### src/rtl/blockram_req_pkg.sv
// Shared types for the block-RAM request controller and its response FIFO.
// Struct widths follow the default element width / depth below.
package blockram_req_pkg;

    localparam int ELEM_W_DEF      = 64;
    localparam int NUM_SETS_DEF    = 64;
    localparam int SET_W_DEF       = $clog2(NUM_SETS_DEF);
    localparam int RESP_FIFO_DEPTH = 2;
    localparam int RESP_CNT_W      = $clog2(RESP_FIFO_DEPTH + 1);

    typedef struct packed {
        logic                  write;
        logic [SET_W_DEF-1:0]  addr;
        logic [ELEM_W_DEF-1:0] data;
    } req_t;

    typedef struct packed {
        logic [SET_W_DEF-1:0]  addr;
        logic [ELEM_W_DEF-1:0] data;
    } resp_t;

    typedef enum logic {
        CTRL_CLEAR,
        CTRL_READY
    } ctrl_state_e;

endpackage

### src/rtl/blockram_resp_fifo.sv
// Two-entry response buffer; head entry is visible combinationally.
module blockram_resp_fifo
    import blockram_req_pkg::*;
(
    input  logic                  clk_in,
    input  logic                  reset_n_in,
    input  logic                  push_i,
    input  resp_t                 push_data_i,
    input  logic                  pop_i,
    output resp_t                 head_o,
    output logic                  full_o,
    output logic                  empty_o,
    output logic [RESP_CNT_W-1:0] count_o
);

    localparam int PTR_W = $clog2(RESP_FIFO_DEPTH);

    resp_t                 mem_q [RESP_FIFO_DEPTH];
    logic [PTR_W-1:0]      rd_ptr_q, wr_ptr_q;
    logic [RESP_CNT_W-1:0] count_q;
    logic                  do_push, do_pop;

    assign empty_o = (count_q == '0);
    assign full_o  = (count_q == RESP_CNT_W'(RESP_FIFO_DEPTH));
    assign count_o = count_q;
    assign head_o  = mem_q[rd_ptr_q];

    assign do_pop  = pop_i && !empty_o;
    assign do_push = push_i && (!full_o || do_pop);

    always_ff @(posedge clk_in or negedge reset_n_in) begin
        if (!reset_n_in) begin
            rd_ptr_q <= '0;
            wr_ptr_q <= '0;
            count_q  <= '0;
        end else begin
            if (do_push) wr_ptr_q <= wr_ptr_q + 1'b1;
            if (do_pop)  rd_ptr_q <= rd_ptr_q + 1'b1;
            count_q <= count_q + RESP_CNT_W'(do_push) - RESP_CNT_W'(do_pop);
        end
    end

    // Storage carries no reset; validity is tracked by count_q alone.
    always_ff @(posedge clk_in) begin
        if (do_push) mem_q[wr_ptr_q] <= push_data_i;
    end

endmodule

### src/rtl/blockram_request_controller.sv
// Valid/ready front end for single_port_blockram with a 2-credit read path.
// BLOCKRAM_REQ_CTRL_INIT_CLEAR_EN: zero-fill the RAM after reset before accepting traffic.
module blockram_request_controller
    import blockram_req_pkg::*;
#(
    parameter int SINGLE_ELEMENT_SIZE_IN_BITS = ELEM_W_DEF,
    parameter int NUMBER_SETS                 = NUM_SETS_DEF,
    parameter int SET_PTR_WIDTH_IN_BITS       = $clog2(NUMBER_SETS)
) (
    input  logic                                   clk_in,
    input  logic                                   reset_n_in,
    input  logic                                   req_valid_in,
    output logic                                   req_ready_out,
    input  logic                                   req_write_in,
    input  logic [SET_PTR_WIDTH_IN_BITS-1:0]       req_addr_in,
    input  logic [SINGLE_ELEMENT_SIZE_IN_BITS-1:0] req_data_in,
    output logic                                   resp_valid_out,
    input  logic                                   resp_ready_in,
    output logic [SINGLE_ELEMENT_SIZE_IN_BITS-1:0] resp_data_out,
    output logic [SET_PTR_WIDTH_IN_BITS-1:0]       resp_addr_out,
    output logic                                   ram_access_en_out,
    output logic                                   ram_write_en_out,
    output logic [SET_PTR_WIDTH_IN_BITS-1:0]       ram_set_addr_out,
    output logic [SINGLE_ELEMENT_SIZE_IN_BITS-1:0] ram_write_element_out,
    input  logic [SINGLE_ELEMENT_SIZE_IN_BITS-1:0] ram_read_element_in,
    output logic                                   init_done_out
);

    req_t                              req;
    logic                              init_done, clearing;
    logic [SET_PTR_WIDTH_IN_BITS-1:0]  clear_addr;
    logic                              in_flight_q;
    logic [SET_PTR_WIDTH_IN_BITS-1:0]  rd_addr_q;
    logic                              accept, rd_accept, resp_pop;
    logic                              fifo_full, fifo_empty;
    logic [RESP_CNT_W-1:0]             fifo_count, occ, occ_after;
    resp_t                             fifo_in, fifo_head;

    assign req = '{write: req_write_in, addr: req_addr_in, data: req_data_in};

`ifdef BLOCKRAM_REQ_CTRL_INIT_CLEAR_EN
    ctrl_state_e                      state_q;
    logic [SET_PTR_WIDTH_IN_BITS-1:0] clear_ctr_q;
    logic                             init_done_q;

    always_ff @(posedge clk_in or negedge reset_n_in) begin
        if (!reset_n_in) begin
            state_q     <= CTRL_CLEAR;
            clear_ctr_q <= '0;
            init_done_q <= 1'b0;
        end else begin
            case (state_q)
                CTRL_CLEAR: begin
                    clear_ctr_q <= clear_ctr_q + 1'b1;
                    if (clear_ctr_q == SET_PTR_WIDTH_IN_BITS'(NUMBER_SETS - 1)) begin
                        state_q     <= CTRL_READY;
                        init_done_q <= 1'b1;
                    end
                end
                default: ;
            endcase
        end
    end

    assign init_done  = init_done_q;
    // Keep the RAM port quiet while reset is held even though the state is CLEAR.
    assign clearing   = reset_n_in && (state_q == CTRL_CLEAR);
    assign clear_addr = clear_ctr_q;
`else
    assign init_done  = 1'b1;
    assign clearing   = 1'b0;
    assign clear_addr = '0;
`endif

    assign init_done_out = init_done;

    // Credits: buffered responses plus the read whose data lands next cycle.
    assign occ       = fifo_full ? RESP_CNT_W'(RESP_FIFO_DEPTH)
                                 : fifo_count + RESP_CNT_W'(in_flight_q);
    assign resp_pop  = !fifo_empty && resp_ready_in;
    assign occ_after = occ - RESP_CNT_W'(resp_pop);

    assign req_ready_out = init_done && (req.write || occ_after < RESP_CNT_W'(RESP_FIFO_DEPTH));
    assign accept        = req_valid_in && req_ready_out;
    assign rd_accept     = accept && !req.write;

    always_comb begin
        ram_access_en_out     = 1'b0;
        ram_write_en_out      = 1'b0;
        ram_set_addr_out      = '0;
        ram_write_element_out = '0;
        if (clearing) begin
            ram_access_en_out = 1'b1;
            ram_write_en_out  = 1'b1;
            ram_set_addr_out  = clear_addr;
        end else if (accept) begin
            ram_access_en_out     = 1'b1;
            ram_write_en_out      = req.write;
            ram_set_addr_out      = req.addr;
            ram_write_element_out = req.data;
        end
    end

    always_ff @(posedge clk_in or negedge reset_n_in) begin
        if (!reset_n_in) begin
            in_flight_q <= 1'b0;
            rd_addr_q   <= '0;
        end else begin
            in_flight_q <= rd_accept;
            if (rd_accept) rd_addr_q <= req.addr;
        end
    end

    assign fifo_in = '{addr: rd_addr_q, data: ram_read_element_in};

    blockram_resp_fifo u_resp_fifo (
        .clk_in      (clk_in),
        .reset_n_in  (reset_n_in),
        .push_i      (in_flight_q),
        .push_data_i (fifo_in),
        .pop_i       (resp_pop),
        .head_o      (fifo_head),
        .full_o      (fifo_full),
        .empty_o     (fifo_empty),
        .count_o     (fifo_count)
    );

    assign resp_valid_out = !fifo_empty;
    assign resp_data_out  = fifo_empty ? '0 : fifo_head.data;
    assign resp_addr_out  = fifo_empty ? '0 : fifo_head.addr;

endmodule

### config.mk
export PLATFORM = sky130hd
export DESIGN_NAME = blockram_request_controller
export DESIGN_NICKNAME = d
export VERILOG_FILES = /design/src/rtl/blockram_req_pkg.sv /design/src/rtl/blockram_resp_fifo.sv /design/src/rtl/blockram_request_controller.sv
export SDC_FILE = /design/constraint.sdc
export NUM_CORES = 1
export LEC_CHECK = 0
export ABC_AREA = 1
export CAP_MARGIN = 20
export CORE_UTILIZATION = 42
export DETAILED_ROUTE_END_ITERATION = 6
export PLACE_DENSITY = 0.78
export SETUP_SLACK_MARGIN = 0.5
export SYNTH_ARGS = -nofsm -noshare
export SYNTH_HDL_FRONTEND = slang
export SYNTH_SLANG_ARGS = --single-unit
### constraint.sdc
create_clock -name clk_in -period 5.4 [get_ports clk_in]
set_clock_uncertainty 0.1 [all_clocks]
set_input_delay 1.08 -clock clk_in [delete_from_list [all_inputs] [get_ports clk_in]]
set_output_delay 1.08 -clock clk_in [all_outputs]
set_load 0.1 [all_outputs]
# After elaboration in Yosys (flattened, before gate mapping)
# Memory sizes are Yosys's and may differ from the RTL's.
# Cells that the tools add are included.
[word_totals] regBits=11 ramBits=140 elab_cells=34 n_memories=1
[classes] n_addsub=6 magnitude_cmp=1 n_eq_ne=1 muxes=9 n_reduce_logical=11
[mem_list] name="u_resp_fifo.mem_q" words=2 width=70 rd=1 rd_ports_with_merged_regs=0 write_ports=1 line_no="blockram_resp_fifo.sv:18" rtl="resp_t mem_q [RESP_FIFO_DEPTH];"
[ops] op="two-way mux 64 bit" count=2
[ops] op="two-way mux 6 bit" count=2
[ops] op="logical AND 1 bit" count=5
[ops] op="adder 2 x 1 -> 2 bit" count=2
[ops] op="two-way mux 1 bit" count=4
[ops] op="subtractor 2 x 1 -> 2 bit" count=2
[ops] op="logical NOT 1 bit" count=3
[ops] op="adder 1 bit, second input constant" count=2
[ops] op="== test 2 bit, second input constant" count=1
[ops] op="logical NOT 2 bit" count=1
[ops] op="logical OR 1 bit" count=2
[ops] op="< comparator 2 bit, second input constant" count=1
[ops] op="two-way mux 2 bit" count=1

# Logic depth before layout (Yosys ltp)
# Gate-level depths: netlist of run 1.
[depth] ltp_word=8 depth_mapped=10 mapped_depth_nobuf=10

# By module
# Synthesis of run 1 repeated with hierarchy kept, for this count alone.
[unflattened] cells_unflattened=756 hier_area_um2=6966.7
[modules_own_cells] mod="blockram_resp_fifo" n_inst=1 cells_each=403 area_per_inst_um2=5361.4 seq_area_each_um2=4304.1
[modules_own_cells] mod="blockram_request_controller" n_inst=1 cells_each=353 area_per_inst_um2=1605.3 seq_area_each_um2=175.2

# Least setup slack after synthesis of run 1
# Ideal clock, no wire load.
[synth_timing] path_type="input to register" from="in resp_ready_in" to="mem u_resp_fifo.mem_q[1][0] (netlist bit), enable pin" setup_ns=0.500 t_arrival_ns=4.172 path_slack_ns=0.628 stages=2 n_path_buf=0 cell_sequence="o21ai_0 -> nor2_1"
[synth_between] elab_chain_len=6
[synth_lines] item="from (decl)" line_no="blockram_request_controller.sv:18" rtl="input logic resp_ready_in,"
[synth_lines] item="logical AND 1 bit" line_no="blockram_request_controller.sv:80" rtl="assign resp_pop = !fifo_empty && resp_ready_in;"
[synth_lines] item="logical AND 1 bit" line_no="blockram_resp_fifo.sv:28" rtl="assign do_pop = pop_i && !empty_o;"
[synth_lines] item="logical OR 1 bit" line_no="blockram_resp_fifo.sv:29" rtl="assign do_push = push_i && (!full_o || do_pop);"
[synth_lines] item="logical AND 1 bit" line_no="blockram_resp_fifo.sv:29"
[synth_lines] item="two-way mux 1 bit" line_no="blockram_resp_fifo.sv:45" rtl="if (do_push) mem_q[wr_ptr_q] <= push_data_i;"
[synth_lines] item="two-way mux 1 bit (implied by the code)" line_no="blockram_resp_fifo.sv:45"
[synth_lines] item="to (decl)" line_no="blockram_resp_fifo.sv:18"
# Every way passes these cells.

# Worst setup path after layout of run 1
[layout_timing] from="in resp_ready_in" to="out ram_write_element_out[35]"
[layout_between] elab_chain_len=6
[layout_lines] item="logical AND 1 bit" line_no="blockram_request_controller.sv:80"
[layout_lines] item="subtractor 2 x 1 -> 2 bit" line_no="blockram_request_controller.sv:81" rtl="assign occ_after = occ - RESP_CNT_W'(resp_pop);"
[layout_lines] item="< comparator 2 bit" line_no="blockram_request_controller.sv:83" rtl="assign req_ready_out = init_done && (req.write || occ_after < RESP_CNT_W'(RESP_FIFO_DEPTH));"
[layout_lines] item="logical OR 1 bit" line_no="blockram_request_controller.sv:83"
[layout_lines] item="logical AND 1 bit" line_no="blockram_request_controller.sv:84" rtl="assign accept = req_valid_in && req_ready_out;"
[layout_lines] item="two-way mux 64 bit" line_no="blockram_request_controller.sv:96" rtl="end else if (accept) begin"
[layout_lines] item="to (decl)" line_no="blockram_request_controller.sv:24" rtl="output logic [SINGLE_ELEMENT_SIZE_IN_BITS-1:0] ram_write_element_out,"
# Every way passes these cells.

==> results of run 1 <==
[path summary, 6_finish.rpt]
path                                         from                         to  slack (ns)  cells past startpoint
max                                 resp_ready_in  ram_write_element_out[35]        1.23                      8
min                                  rd_addr_q[4]   u_resp_fifo.mem_q[0][68]        0.37                      0
max reg2reg                u_resp_fifo.count_o[0]     u_resp_fifo.count_o[1]        3.30                      7
min reg2reg                          rd_addr_q[4]   u_resp_fifo.mem_q[0][68]        0.37                      0
max in group asynchronous              reset_n_in       u_resp_fifo.rd_ptr_q        3.91                      1
min in group asynchronous              reset_n_in               rd_addr_q[3]        0.91                      1
[state kept, by name, summed over array words and instances, names as in the netlist]
signal,flops
rd_addr_q,6
u_resp_fifo.count_o,2
u_resp_fifo.mem_q,140
in_flight_q,1
u_resp_fifo.rd_ptr_q,1
u_resp_fifo.wr_ptr_q,1
[per-layer routing]
layer / vias to the layer above / GRT usage (%)
li1: 2483 / -
met1: 2269 / 24.0
met2: 194 / 40.9
met3: 12 / 6.89
met4: 2 / 7.53
met5: - / 0
[worst max-delay path: stages]
cell and delay (ns):
clkdlybuf4s50_1 0.49, o21ai_0 0.14, nor2_1 0.11, nand2_1 0.08, nand3_2 0.10, nand2_4 0.36
nor2_1 0.27, buf_4 0.33
[per-stage QoR]
stage	setup WS (ns)	utilization, %
after floorplan	0.628	-
after global placement	1.27	61.1
after detailed placement	1.23	61.1
after CTS	1.22	65.3
after global routing	1.06	65.4
final	1.23	65.4
[cell families after synthesis]
| family | count (synthesis) |
|---|---|
| other | 1 |
| adders and majority gates | 3 |
| xor gates and xnor gates | 3 |
| and+or+nand+nor | 250 |
| buffers and inverters | 116 |
| AOI/OAI and AO/OA | 72 |
| DFF | 151 |
[synth_stat cells]
| cell type | instances |
|---|---|
| a21oi_1 | 70 |
| buf_4 | 2 |
| buf_6 | 7 |
| clkbuf_1 | 22 |
| conb_1 | 1 |
| dfrtp_1 | 11 |
| edfxtp_1 | 140 |
| ha_1 | 3 |
| inv_1 | 84 |
| inv_2 | 1 |
| nand2_1 | 162 |
| nand2_4 | 1 |
| nand3_1 | 1 |
| nand3_2 | 1 |
| nand3_4 | 1 |
| nand4_1 | 6 |
| nor2_1 | 76 |
| nor2_2 | 1 |
| nor2_4 | 1 |
| o21ai_0 | 2 |
| xnor2_1 | 1 |
| xor2_1 | 2 |
[area by class of cell]
| cell class | count | area share, % |
|---|---|---|
| diodes | 1 | 0.0260 |
| clock buffers | 21 | 4.69 |
| clock inverters | 11 | 1.80 |
| inverters | 85 | 3.32 |
| multi-input cells | 329 | 14.9 |
| flip-flops and latches | 151 | 46.6 |
| well taps | 184 | 2.40 |
| repair buffers | 289 | 26.2 |
==> results.py, run 1 <==
metrics = {
    "clock_tree": {
        "post_cts_buffers": 0,
        "post_cts_resized": 0,
        "cts_buffers": 17,
        "htree_levels": 4,
        "cts_tree": "yes",
        "clk_pin_slew_worst_paths_ns": 0.06,
        "cts_buffer_depth": 2,
        "cts_hold_buf": 0,
        "ctsRootBufferMaster": "clkbuf_16",
        "clock-sinks": 151,
        "clk_latency_ns": 0.41,
    },
    "job": {
        "maxCapViolations": 0,
    },
    "hold_path": {
        "min_path_type": "flop to flop",
    },
    "status": {
        "violations": "DRC",
        "status": "finished, violations left",
    },
    "final_layout": {
        "final_area_mm2": 0.00961,
        "final_cell_mix": "nand2_1 (162), buf_4 (150), edfxtp_1 (140)",
        "fin_cells": 1071,
        "fillers": 1143,
        "nets": 1015,
        "final_common_cell": "nand2_1",
        "drive_gt1_share_pct": 21.2,
        "regArea_mm2": 0.00448,
        "syn2layout_area_growth_pct": 50.2,
        "multiInputGateArea_mm2": 0.00144,
    },
    "timing": {
        "setup_viol": 0,
        "tightest_slew_ns": 0.974,
        "slew_headroom_pct": 34.9,
        "min_period_ns": 4.17,
        "finalMaxSlewViolations": 0,
        "hold_viol": 0,
        "fin_hold_ws_ns": 0.367,
        "fmax_mhz": 240,
        "fin_crit_sh_pct": 77.2,
        "grt_setup_unrepaired": "no",
        "fin_setup_tns_ns": 0,
    },
    "synth": {
        "yosys.area_share.simple_pct": 15.5,
        "synthTopCellsByArea": "edfxtp_1 (66%), nand2_1 (9.5%), a21oi_1 (5.5%), inv_1 (4.9%), nor2_1 (4.5%)",
        "ys_seq_area_share_pct": 70.0,
        "syn_avg_cell_area_um2": 10.7,
        "synth_area_mm2": 0.00639,
        "synth_cell_type_count": 22,
        "synth_xor_area_share_pct": 0.411,
        "synth_fa_ha_area_share_pct": 0.587,
        "synth_top_area_cell": "edfxtp_1",
        "synth_top_family_by_area": "simple AND/OR/NAND/NOR gates",
        "synthCells": 596,
        "netlist.area_leader.share_pct": 65.7,
        "synth_warnings": 0,
        "synth_compound_area_share_pct": 5.63,
        "muxShareOfSynthArea_pct": 0,
        "syn_nets": 738,
        "ys_ff_latch": 151,
    },
    "route": {
        "wire_per_inst_um": 15.9,
        "vias_per_cell": 4.63,
        "routed.top_layer": "met5",
        "vias": 4960,
        "routed_wl_mm": 17.0,
        "detail-route-antenna-nets": 0,
        "met3_length_mm": 1.24,
        "first_pass_iters": 6,
        "drcViolationCount": 16,
        "dr_wl_met2_mm": 9.26,
        "drt-met1-wl_mm": 6.24,
        "dr.first_iter.drc_count": 255,
    },
    "global_routing": {
        "grt_pass1_wl_mm": 26.1,
        "antenna_found_initial": 2,
        "grt_overflow": 0,
        "grt_use_total_pct": 22.2,
        "grt_max_degree": 72,
        "first_global_vias": 5044,
    },
    "worst_setup_path": {
        "cp-start-kind": "input pin",
        "path_class": "input pin to output pin",
        "critPathArrivalTime_ns": 2.99,
        "cp_max_fo": 71,
        "critPathCaptureType": "output pin",
        "worst_ep_required_time_ns": 4.22,
    },
    "die": {
        "initial_core_util_pct": 43.5,
        "fp-row-count": 44,
        "io_pins": 284,
        "dieWidth_um": 125,
        "die_y_um": 125,
        "core_mm2": 0.0147,
        "dieArea_mm2": 0.0157,
    },
    "place": {
        "port_buffers": 282,
        "dpl_cell_area_mm2": 0.00898,
        "dpl.hpwl_mm": 11.6,
        "gp_congestion": 0.848,
        "dp_cells": 1038,
    },
}
Power of run 1 is not shown: default switching activity piles up to over one toggle a cycle in this logic, so the estimate is an artifact.
==> inputs of run 2 (changes only) <==
==> constraint.sdc (replaced) <==
create_clock -name clk_in -period 3.93 [get_ports clk_in]
set_clock_uncertainty 0.1 [all_clocks]
set_input_delay 0.786 -clock clk_in [delete_from_list [all_inputs] [get_ports clk_in]]
set_output_delay 0.786 -clock clk_in [all_outputs]
set_load 0.1 [all_outputs]
==> run 2 against run 1 <==
  * The flow still finishes with violations (DRC)
  * Clock-buffer cell count stayed put
  * Setup slack got worse by 0.68 ns
  * Sequential share of layout area decreased by 7.8 points
  * Wire length up 7.6%
  * Register-to-register slack worse by 1.9 ns
  * Critical endpoint is now ram_write_element_out[43]
==> results.py, run 2 (synthesis results as in run 1) <==
metrics = {
    "worst_setup_path": {
        "path_class": "input pin to output pin",
        "slowest_stage": "clkdlybuf4s50_1",
        "r2r_slack_ns": 1.41,
        "r2r_cells": 5,
        "r2r_start": "u_resp_fifo.count_o[0]",
        "reg2reg_to": "u_resp_fifo.mem_q[0][4]",
        "cp_common_cell": "nor2_1",
        "critPathCaptureType": "output pin",
        "max_stage_delay_ns": 0.49,
        "critPathArrivalTime_ns": 2.49,
        "cp_max_fo": 24,
        "cp-start-kind": "input pin",
        "worst_ep_required_time_ns": 3.04,
        "worstPathCellList": "clkdlybuf4s50_1, o21ai_1, nor2_1, nand2_1, nand3_4, nand2_8, buf_16, nor2_1, buf_12",
    },
    "status": {
        "status": "finished, violations left",
        "violations": "DRC",
    },
    "place": {
        "dpl.hpwl_mm": 12.5,
        "dp_cells": 1038,
        "port_buffers": 282,
        "gp_congestion": 0.806,
    },
    "route": {
        "first_pass_iters": 6,
        "vias_per_cell": 4.86,
        "drcViolationCount": 14,
        "wire_per_inst_um": 17.0,
        "detail-route-antenna-nets": 0,
        "vias": 5217,
        "dr.first_iter.drc_count": 339,
        "routed_wl_mm": 18.3,
    },
    "clock_tree": {
        "cts_tree": "yes",
        "clock-sinks": 151,
        "htree_levels": 4,
        "clk_pin_slew_worst_paths_ns": 0.06,
        "cts_buffer_depth": 2,
        "ctsRootBufferMaster": "clkbuf_16",
        "clk_latency_ns": 0.40,
        "cts_buffers": 17,
        "post_cts_buffers": 0,
    },
    "timing": {
        "grt_setup_unrepaired": "no",
        "min_period_ns": 3.38,
        "tightest_slew_ns": 1.05,
        "hold_viol": 0,
        "fin_setup_tns_ns": 0,
        "fmax_mhz": 296,
        "setup_viol": 0,
        "fin_hold_ws_ns": 0.377,
        "fin_crit_sh_pct": 85.9,
        "finalMaxSlewViolations": 0,
        "slew_headroom_pct": 30.0,
    },
    "die": {
        "dieArea_mm2": 0.0157,
        "die_y_um": 125,
        "fp-row-count": 44,
        "io_pins": 284,
        "core_mm2": 0.0147,
        "dieWidth_um": 125,
        "initial_core_util_pct": 43.5,
    },
    "global_routing": {
        "antenna_found_initial": 0,
        "first_global_vias": 5268,
        "grt_overflow": 0,
        "grt_max_degree": 72,
        "grt_pass1_wl_mm": 27.3,
        "grt_use_total_pct": 23.0,
    },
    "final_layout": {
        "regArea_mm2": 0.00448,
        "fillers": 837,
        "top_register": "u_resp_fifo.mem_q",
        "multiInputGateArea_mm2": 0.00156,
        "drive_gt1_share_pct": 25.9,
        "final_cell_mix": "nand2_1 (162), buf_12 (145), edfxtp_1 (140)",
        "fin_cells": 1073,
        "syn2layout_area_growth_pct": 80.5,
        "antenna_cells": 0,
        "final_common_cell": "nand2_1",
        "largest_reg_flops": 140,
        "nets": 1018,
    },
    "job": {
        "maxCapViolations": 0,
    },
    "hold_path": {
        "hp-start": "rd_addr_q[3]",
        "hold_depth": 0,
        "whs_endpoint": "u_resp_fifo.mem_q[0][67]",
        "min_path_type": "flop to flop",
    },
}
run 2: timing repair:
item                       4_1_cts  5_1_grt
pin swaps                        0        0
resized for setup                0       42
setup endpoints to repair       14       48
hold buffers                     0        0
gates cloned                     0        2
run 2: cell type report:
class | count | share of cell area [%]
multi-input combinational | 330 | 13.5
sequential | 151 | 38.8
timing repair buffer | 291 | 38.0
clock inverter | 11 | 1.08
inverter | 85 | 2.76
tap | 184 | 1.99
clock buffer | 21 | 3.90
run 2: routing by layer:
| layer | vias to the layer above | wire [um] | global-route usage (%) |
|---|---|---|---|
| li1 | 2487 | - | - |
| met1 | 2493 | 6410 | 24.2 |
| met2 | 210 | 10100 | 43.3 |
| met3 | 27 | 1390 | 6.25 |
| met4 | 0 | 422 | 9.11 |
| met5 | - | 0 | 0 |
run 2: worst max-delay path by stage:
stage                     cells after the start           from  slack (ns)                   endpoint
after floorplan                               7  resp_ready_in       -0.07  ram_write_element_out[54]
after global placement                        9  resp_ready_in        0.53   ram_write_element_out[2]
after detailed placement                      9  resp_ready_in        0.48        ram_set_addr_out[3]
after CTS                                     9  resp_ready_in        0.48        ram_set_addr_out[3]
after global routing                          9  resp_ready_in        0.47  ram_write_element_out[43]
final                                         9  resp_ready_in        0.55  ram_write_element_out[43]
run 2: stage by stage:
stage               cell area (um2)  util, %  worst slack, ns
floorplan                      6400        -          -0.0673
global placement              10800     73.4            0.532
CTS                           11400     77.3            0.475
finish                        11500     78.5            0.553
global route                  11500     78.5            0.470
detailed placement            10800     73.4            0.483
run 2: worst max-delay path: cells and delay by family:
kind                   cells  cell delay, ns
and+or+nand+nor            5            0.68
AOI/OAI and AO/OA          1            0.11
buffers and inverters      3            0.89
Power of run 2 is left out for the same reason.
==> inputs of run 3 (changes only) <==
--- a/config.mk
+++ b/config.mk
@@ -9,7 +9,7 @@
 export CAP_MARGIN = 20
 export CORE_UTILIZATION = 42
 export DETAILED_ROUTE_END_ITERATION = 6
-export PLACE_DENSITY = 0.78
+export PLACE_DENSITY = 0.8
 export SETUP_SLACK_MARGIN = 0.5
 export SYNTH_ARGS = -nofsm -noshare
 export SYNTH_HDL_FRONTEND = slang
==> run 3 against run 2 <==
  * The run still ends with DRC left
  * Critical path depth did not move
  * Die area unchanged
  * Setup slack improved by 0.055 ns
==> results.py, run 3 (synthesis results as in run 1) <==
metrics = {
    "worst_setup_path": {
        "critPathCaptureType": "output pin",
        "reg2reg_to": "u_resp_fifo.count_o[1]",
        "r2r_start": "u_resp_fifo.count_o[0]",
        "r2r_slack_ns": 1.79,
        "worst_ep_required_time_ns": 3.04,
        "critPathArrivalTime_ns": 2.44,
        "path_class": "input pin to output pin",
        "cp-start-kind": "input pin",
        "r2r_cells": 7,
        "cp_max_fo": 13,
    },
    "route": {
        "wire_per_inst_um": 18.1,
        "dr.first_iter.drc_count": 291,
        "detail-route-antenna-nets": 0,
        "met3_length_mm": 1.51,
        "drt-met1-wl_mm": 6.47,
        "drcViolationCount": 11,
        "first_pass_iters": 7,
        "routed_wl_mm": 19.6,
        "dr_wl_met2_mm": 11.0,
        "vias": 5303,
        "vias_per_cell": 4.91,
        "routed.top_layer": "met4",
    },
    "timing": {
        "slew_headroom_pct": 47.5,
        "hold_viol": 0,
        "min_period_ns": 3.32,
        "tightest_slew_ns": 0.779,
        "fin_crit_sh_pct": 84.5,
        "fmax_mhz": 301,
        "finalMaxSlewViolations": 0,
        "setup_viol": 0,
        "fin_hold_ws_ns": 0.388,
        "grt_setup_unrepaired": "yes",
        "setup_slack_ns": 0.608,
    },
    "global_routing": {
        "antenna_found_initial": 1,
        "grt_overflow": 0,
        "grt_use_total_pct": 24.7,
        "first_global_vias": 5612,
        "grt_max_degree": 72,
        "grt_pass1_wl_mm": 29.3,
    },
    "hold_path": {
        "min_path_type": "flop to flop",
        "hold_depth": 0,
        "whs_endpoint": "u_resp_fifo.mem_q[0][65]",
        "hp-start": "rd_addr_q[1]",
    },
    "clock_tree": {
        "cts_buffer_depth": 2,
        "cts_hold_buf": 0,
        "cts_tree": "yes",
        "htree_levels": 4,
        "cts_buffers": 17,
        "clock-sinks": 151,
        "clk_latency_ns": 0.41,
        "ctsRootBufferMaster": "clkbuf_16",
        "clk_pin_slew_worst_paths_ns": 0.06,
    },
    "final_layout": {
        "drive_gt1_share_pct": 27.9,
        "final_core_util_pct": 79.2,
        "nets": 1025,
        "top_register": "u_resp_fifo.mem_q",
        "largest_reg_flops": 140,
        "final_area_mm2": 0.0116,
        "final_common_cell": "nand2_1",
        "final_cell_mix": "nand2_1 (162), buf_12 (143), edfxtp_1 (140)",
        "syn2layout_area_growth_pct": 82.0,
    },
    "die": {
        "dieWidth_um": 125,
        "die_y_um": 125,
        "dieArea_mm2": 0.0157,
        "io_pins": 284,
        "fp-row-count": 44,
        "core_mm2": 0.0147,
        "initial_core_util_pct": 43.5,
    },
    "status": {
        "status": "finished, violations left",
        "violations": "DRC",
    },
    "place": {
        "dpl.hpwl_mm": 13.5,
        "dp_slack_ns": 0.432,
        "gp_congestion": 0.856,
        "dpl_cell_area_mm2": 0.0108,
        "port_buffers": 282,
    },
    "job": {
        "maxCapViolations": 0,
    },
}
-- run 3: what timing repair did --
| action | 4_1_cts | 5_1_grt |
|---|---|---|
| endpoints found under the setup margin | 48 | 54 |
| hold endpoints to repair | 0 | 0 |
| pin swaps | 0 | 2 |
| gates resized for setup | 7 | 48 |
| buffers inserted | 0 | 5 |
| cloned | 0 | 2 |
-- run 3: layer usage --
metal  GRT usage, %  up-vias
met4           11.0        0
li1               -     2508
met2           46.6      213
met5              0        -
met3           7.15       30
met1           25.2     2552
-- run 3: how the worst max path moves through the flow --
stage | endpoint | start | slack [ns]
2_1_floorplan | ram_write_element_out[54] | resp_ready_in | -0.07
3_3_place_gp | ram_write_element_out[17] | resp_ready_in | 0.48
3_5_place_dp | ram_write_element_out[17] | resp_ready_in | 0.43
4_1_cts | ram_write_element_out[42] | resp_ready_in | 0.50
5_1_grt | ram_write_element_out[42] | resp_ready_in | 0.46
6_report | ram_write_element_out[42] | resp_ready_in | 0.61
-- run 3: cell type report --
class                           instances  area (um2)
Sequential cell                       151        4480
Timing Repair Buffer                  298        4410
Fill cell                             819        3060
Multi-Input combinational cell        330        1590
Clock buffer                           18         429
Inverter                               85         319
Tap cell                              184         230
Clock inverter                         14         175
Antenna cell                            1        2.50
-- run 3: per-stage QoR --
step,instances,setup TNS [ns]
4_1_cts,1073,0
6_report,1081,0
5_1_grt,1081,0
3_3_place_gp,1041,0
2_1_floorplan,596,-4.64
3_5_place_dp,1041,0
-- run 3: critical path: stages --
cell	delay, ns
clkdlybuf4s50_1	0.51
o21ai_1	0.11
nor2_1	0.10
nand2_1	0.11
nand3_4	0.11
nand2_8	0.12
clkbuf_16	0.23
nor2_2	0.15
buf_12	0.19
Power of run 3 is left out for the same reason.
